$ cat src/rtl/div_unit_if.sv
// Issue/writeback bundle for the iterative divider: request side in, result side out.
interface div_unit_if #(
  parameter int WIDTH = 32
);
  logic             valid_i;
  logic             ready_o;
  logic [1:0]       op_i;
  logic [WIDTH-1:0] operand_a_i;
  logic [WIDTH-1:0] operand_b_i;
  logic             flush_i;
  logic             valid_o;
  logic             ready_i;
  logic [WIDTH-1:0] result_o;

  modport master (
    output valid_i, op_i, operand_a_i, operand_b_i, flush_i, ready_i,
    input  ready_o, valid_o, result_o
  );

  modport slave (
    input  valid_i, op_i, operand_a_i, operand_b_i, flush_i, ready_i,
    output ready_o, valid_o, result_o
  );
endinterface

$ cat src/rtl/div_unit.sv
// RV32M DIV/DIVU/REM/REMU: restoring divider on magnitudes, one quotient bit per cycle,
// sign fix-up applied combinationally while the result is presented.
module div_unit #(
  parameter int WIDTH = 32,
  localparam int CNT_W = $clog2(WIDTH)
) (
  input  logic        clk_i,
  input  logic        rst_i,
  div_unit_if.slave   bus
);

  typedef enum logic [1:0] {IDLE, CALC, DONE} state_t;

  state_t           state_q, state_d;
  logic [CNT_W-1:0] cnt_q, cnt_d;
  logic [WIDTH-1:0] rem_q, rem_d;
  logic [WIDTH-1:0] quot_q, quot_d;
  logic [WIDTH-1:0] b_q, b_d;
  logic [WIDTH-1:0] last_q, last_d;
  logic             is_rem_q, is_rem_d;
  logic             quot_neg_q, quot_neg_d;
  logic             rem_neg_q, rem_neg_d;

  logic             signed_op;
  logic             a_neg, b_neg;
  logic [WIDTH-1:0] abs_a, abs_b;
  logic [WIDTH:0]   rem_sh, trial;
  logic [WIDTH-1:0] result_c;

  always_comb begin
    signed_op = ~bus.op_i[0];
    a_neg     = signed_op & bus.operand_a_i[WIDTH-1];
    b_neg     = signed_op & bus.operand_b_i[WIDTH-1];
    abs_a     = a_neg ? -bus.operand_a_i : bus.operand_a_i;
    abs_b     = b_neg ? -bus.operand_b_i : bus.operand_b_i;
    // Remainder stays below the divisor, so the shifted value fits in WIDTH+1 bits.
    rem_sh    = {rem_q, quot_q[WIDTH-1]};
    trial     = rem_sh - {1'b0, b_q};
    if (is_rem_q) result_c = rem_neg_q ? -rem_q : rem_q;
    else          result_c = quot_neg_q ? -quot_q : quot_q;
  end

  always_comb begin
    state_d    = state_q;
    cnt_d      = cnt_q;
    rem_d      = rem_q;
    quot_d     = quot_q;
    b_d        = b_q;
    last_d     = last_q;
    is_rem_d   = is_rem_q;
    quot_neg_d = quot_neg_q;
    rem_neg_d  = rem_neg_q;

    case (state_q)
      IDLE: begin
        if (bus.valid_i) begin
          is_rem_d = bus.op_i[1];
          b_d      = abs_b;
          if (bus.operand_b_i == '0) begin
            // Special results are stored final, so the sign fix-up is disabled.
            quot_d     = '1;
            rem_d      = bus.operand_a_i;
            quot_neg_d = 1'b0;
            rem_neg_d  = 1'b0;
            state_d    = DONE;
          end else if (signed_op && bus.operand_a_i == {1'b1, {(WIDTH-1){1'b0}}}
                       && bus.operand_b_i == '1) begin
            quot_d     = {1'b1, {(WIDTH-1){1'b0}}};
            rem_d      = '0;
            quot_neg_d = 1'b0;
            rem_neg_d  = 1'b0;
            state_d    = DONE;
          end else begin
            rem_d      = '0;
            quot_d     = abs_a;
            quot_neg_d = a_neg ^ b_neg;
            rem_neg_d  = a_neg;
            cnt_d      = CNT_W'(WIDTH-1);
            state_d    = CALC;
          end
        end
      end
      CALC: begin
        if (!trial[WIDTH]) rem_d = trial[WIDTH-1:0];
        else               rem_d = rem_sh[WIDTH-1:0];
        quot_d = {quot_q[WIDTH-2:0], ~trial[WIDTH]};
        if (cnt_q == '0) state_d = DONE;
        else             cnt_d = cnt_q - 1'b1;
      end
      DONE: begin
        if (bus.ready_i) begin
          last_d  = result_c;
          state_d = IDLE;
        end
      end
      default: state_d = IDLE;
    endcase

    if (bus.flush_i) begin
      state_d = IDLE;
      if (state_q == DONE) last_d = result_c;
    end
  end

  always_ff @(posedge clk_i or posedge rst_i) begin
    if (rst_i) begin
      state_q    <= IDLE;
      cnt_q      <= '0;
      rem_q      <= '0;
      quot_q     <= '0;
      b_q        <= '0;
      last_q     <= '0;
      is_rem_q   <= 1'b0;
      quot_neg_q <= 1'b0;
      rem_neg_q  <= 1'b0;
    end else begin
      state_q    <= state_d;
      cnt_q      <= cnt_d;
      rem_q      <= rem_d;
      quot_q     <= quot_d;
      b_q        <= b_d;
      last_q     <= last_d;
      is_rem_q   <= is_rem_d;
      quot_neg_q <= quot_neg_d;
      rem_neg_q  <= rem_neg_d;
    end
  end

  assign bus.ready_o  = (state_q == IDLE);
  assign bus.valid_o  = (state_q == DONE);
  assign bus.result_o = (state_q == DONE) ? result_c : last_q;

endmodule

$ cat src/flat_wrapper.sv
// flat-port wrapper written by rule: the top's interface ports become plain ports
module div_unit_flat 
#(
  parameter int WIDTH = 32,
  localparam int CNT_W = $clog2(WIDTH)
)
  (clk_i, rst_i, bus_valid_i, bus_op_i, bus_operand_a_i, bus_operand_b_i, bus_flush_i, bus_ready_i, bus_ready_o, bus_valid_o, bus_result_o);
  div_unit_if #(.WIDTH(WIDTH)) bus_i ();
  input  logic clk_i;
  input  logic rst_i;
  input wire logic [$bits(bus_i.valid_i)-1:0] bus_valid_i;
  input wire logic [$bits(bus_i.op_i)-1:0] bus_op_i;
  input wire logic [$bits(bus_i.operand_a_i)-1:0] bus_operand_a_i;
  input wire logic [$bits(bus_i.operand_b_i)-1:0] bus_operand_b_i;
  input wire logic [$bits(bus_i.flush_i)-1:0] bus_flush_i;
  input wire logic [$bits(bus_i.ready_i)-1:0] bus_ready_i;
  output wire logic [$bits(bus_i.ready_o)-1:0] bus_ready_o;
  output wire logic [$bits(bus_i.valid_o)-1:0] bus_valid_o;
  output wire logic [$bits(bus_i.result_o)-1:0] bus_result_o;
  assign bus_i.valid_i = bus_valid_i;
  assign bus_i.op_i = bus_op_i;
  assign bus_i.operand_a_i = bus_operand_a_i;
  assign bus_i.operand_b_i = bus_operand_b_i;
  assign bus_i.flush_i = bus_flush_i;
  assign bus_i.ready_i = bus_ready_i;
  assign bus_ready_o = bus_i.ready_o;
  assign bus_valid_o = bus_i.valid_o;
  assign bus_result_o = bus_i.result_o;
  div_unit #(.WIDTH(WIDTH)) u_core (.clk_i(clk_i), .rst_i(rst_i), .bus(bus_i));
endmodule
$ cat config.mk
export PLATFORM = sky130hd
export DESIGN_NAME = div_unit_flat
export DESIGN_NICKNAME = d
export VERILOG_FILES = /design/src/rtl/div_unit_if.sv /design/src/rtl/div_unit.sv /design/src/flat_wrapper.sv
export SDC_FILE = /design/constraint.sdc
export NUM_CORES = 1
export LEC_CHECK = 0
export BUFFER_PORTS_ARGS = -buffer_cell sky130_fd_sc_hd__buf_2
export CAP_MARGIN = 20
export CORE_MARGIN = 1.5
export CORE_UTILIZATION = 35
export DETAILED_ROUTE_END_ITERATION = 7
export PLACE_DENSITY = 0.52
export SLEW_MARGIN = 15
export SYNTH_ARGS = -nofsm -noshare
export SYNTH_HDL_FRONTEND = slang
export SYNTH_SLANG_ARGS = --single-unit
$ cat constraint.sdc
create_clock -name clk_i -period 4.2 [get_ports clk_i]
set_input_delay 0.21 -clock clk_i [delete_from_list [all_inputs] [get_ports clk_i]]
set_output_delay 0.21 -clock clk_i [all_outputs]
set_load 0.02 [all_outputs]
==> metrics.cfg <==
[outcome]
status = finished clean

[logic_synthesis]
yosysWarnings = 0
synth.cell_area_mm2 = 0.0111
synthCells = 1406
synth.avg_cell_area_um2 = 7.92
synth_common_cells = nand2_1 (199), o21ai_0 (160), dfrtp_1 (138)
yosysMostFrequentCell = nand2_1
synth_top_area_share = 0.310
synth_fp_nets = 1517
synth_seq_area_share = 0.310
synth_flop_cell = dfrtp_1
ys_types = 71
synth_top_cell_by_area = dfrtp_1
synth_area_leaders = dfrtp_1 (31%), o21ai_0 (7.2%), nand2_1 (6.7%), xor2_1 (5.9%), xnor2_1 (5.4%)
ys_ff_latch = 138
synthArstFlopShare = 1.00
synth_edf_count = 0

[power_and_ir_drop]
p_leak_uw = 0.00542
p_total_uw = 8780
ir_drop_mv = 0.469
powerDensity_mw_per_mm2 = 691

[floorplanning]
die_w_um = 181
coreArea_mm2 = 0.0315
placementRows = 65
initial_core_util = 0.354
die_area_mm2 = 0.0329
io_pins = 105
dieHeight_um = 181

[routing]
vias_per_cell = 5.38
wl_per_cell_um = 17.7
dr_total_vias = 10200
wl_met1_mm = 16.8
wl_met2_mm = 14.4
drc = 0
ant_nets = 0
drt-pass1-iter-count = 5
totalWireLength_mm = 33.4
routed-wl-met3_mm = 1.18
maxUsedRoutingLayer = met5
drtIter0Drc = 731

[hold_path]
holdPathStages = 3
hp-class = primary input to flip-flop

[critical_path]
cp_data_arrival_time_ps = 3470
crit_required_ps = 3990
reg2reg_slack_ps = 620
timing_worst_setup_path_type = flip-flop to primary output
reg2regPathDepth = 13
worstSetupStartpointType = flip-flop
critPathCaptureType = primary output
crit_fanout = 8

[run]
cap_violations = 0

[timing]
setup_tns_ps = 0
period_share = 0.877
holdWs_ps = 100
relSlewSlack = 0.343
setup_violations = 0
final_hold_viol_count = 0
fin_skew_ps = 14.5
tightest_slew_ps = 984
period_needed_ps = 3680
rsz0062_at_grt = false
slew_violations = 0
clock.fmax_mhz = 272

[global_route]
globalRouteOverflowTotal = 0
grtUsageTotal = 0.208
grt_antenna_before_repair = 1
grt_pass1_vias = 9747
grt_max_degree = 86
grt_pass1_wl_mm = 54.3

[final_layout]
antenna_cells = 0
fillers = 3232
layout.nets = 1582
final_cell_area_mm2 = 0.0127
drive_gt1_frac = 0.146
area_growth_pct = 14.0

[cts]
post_cts_buffers = 0
clock_insertion_delay_worst_skew_ps = 430
cts_sinks = 138
numCtsBuffers = 17
cts-root-buf = clkbuf_16
clk_pin_slew_ps = 70
clockBufferDepth = 2
h-tree-depth = 4
cts_tree = yes

[place]
hpwl_mm = 25.3
place_area_mm2 = 0.0120
gp_congestion = 0.838
numPortBuffers = 104

==> what timing repair did <==
action,in CTS,in global routing
setup endpoints to repair,0,0
hold buffers,3,0
gates resized for setup,0,0
endpoints found under the hold margin,40,0
==> registers in the layout, indices dropped and copies added (netlist names) <==
register           flops
u_core.b_q            32
u_core.cnt_q           5
u_core.is_rem_q        1
u_core.last_q         32
u_core.quot_neg_q      1
u_core.quot_q         32
u_core.rem_neg_q       1
u_core.rem_q          32
u_core.state_q         2
==> worst max-delay path, stage by stage, from the launching register on <==
cell and delay, ps:
dfrtp_1 490, or4_1 640, nor4_2 390, nand4_1 340, o31ai_1 330, xor2_1 280, a21oi_1 120, mux2_2 290
buf_2 160
==> final cells by class <==
class | instances | area, um^2 | area share
multi-input combinational | 1129 | 7150 | 0.563
sequential | 138 | 3450 | 0.272
timing repair buffer | 130 | 748 | 0.0589
tap | 402 | 503 | 0.0396
clock buffer | 17 | 425 | 0.0335
clock inverter | 15 | 213 | 0.0167
inverter | 55 | 211 | 0.0166
==> placed cells by master, fill, tap and decap left out, drive strengths merged, types with 8 or more instances in the layout <==
master  instances
xor2           75
nor3           41
nand2b         16
o21ai         165
o41ai          13
dfrtp         138
buf           127
o211ai          8
nand4          15
ha             39
a311oi          8
nor2b          10
nand2         200
mux2i          23
xnor2          69
nand3          28
mux2           18
a21oi         102
or3            14
inv            60
nor4           20
clkbuf         17
a211oi         19
a21o            8
and3           23
o22ai          12
a31oi          19
or4            14
o31ai          40
nor2           86
==> where the power goes <==
part,internal (uW),switching [uW],leakage [uW],total (uW)
Combinational,1900,2750,0.00345,4650
Clock,1010,668,0.000307,1680
Sequential,1800,649,0.00167,2450
==> per-layer routing <==
metal / global-route usage / vias to the layer above
met3: 0.0255 / 48
met4: 0.0800 / 2
met5: 0 / -
li1: - / 5175
met2: 0.317 / 213
met1: 0.300 / 4712
==> metrics by stage <==
stage	util	setup WS (ps)	cells
global route	0.404	227	1886
CTS	0.404	497	1886
detailed placement	0.382	641	1851
global placement	0.381	680	1849
finish	0.404	518	1886
floorplan	-	294	1406
==> worst paths after layout <==
path,from,endpoint
min reg2reg,u_core.b_q[11],u_core.b_q[11]
min,bus_ready_i,u_core.state_q[1]
max in group asynchronous,rst_i,u_core.b_q[21]
min in group asynchronous,rst_i,u_core.last_q[11]
max reg2reg,u_core.quot_q[31],u_core.rem_q[0]
max,u_core.rem_q[6],bus_result_o[27]
==> kinds of logic (layout without fill, tap and decap cells) <==
kind of cell,Yosys count,count (layout),share of synthesized area
mux,41,41,0.0389
flops,138,138,0.310
compound gates,418,418,0.228
simple gates,486,486,0.213
xor+xnor,144,144,0.113
fa+ha+maj,40,40,0.0456
buf+inv,139,217,0.0517
Power figures use the tool's default switching activity.
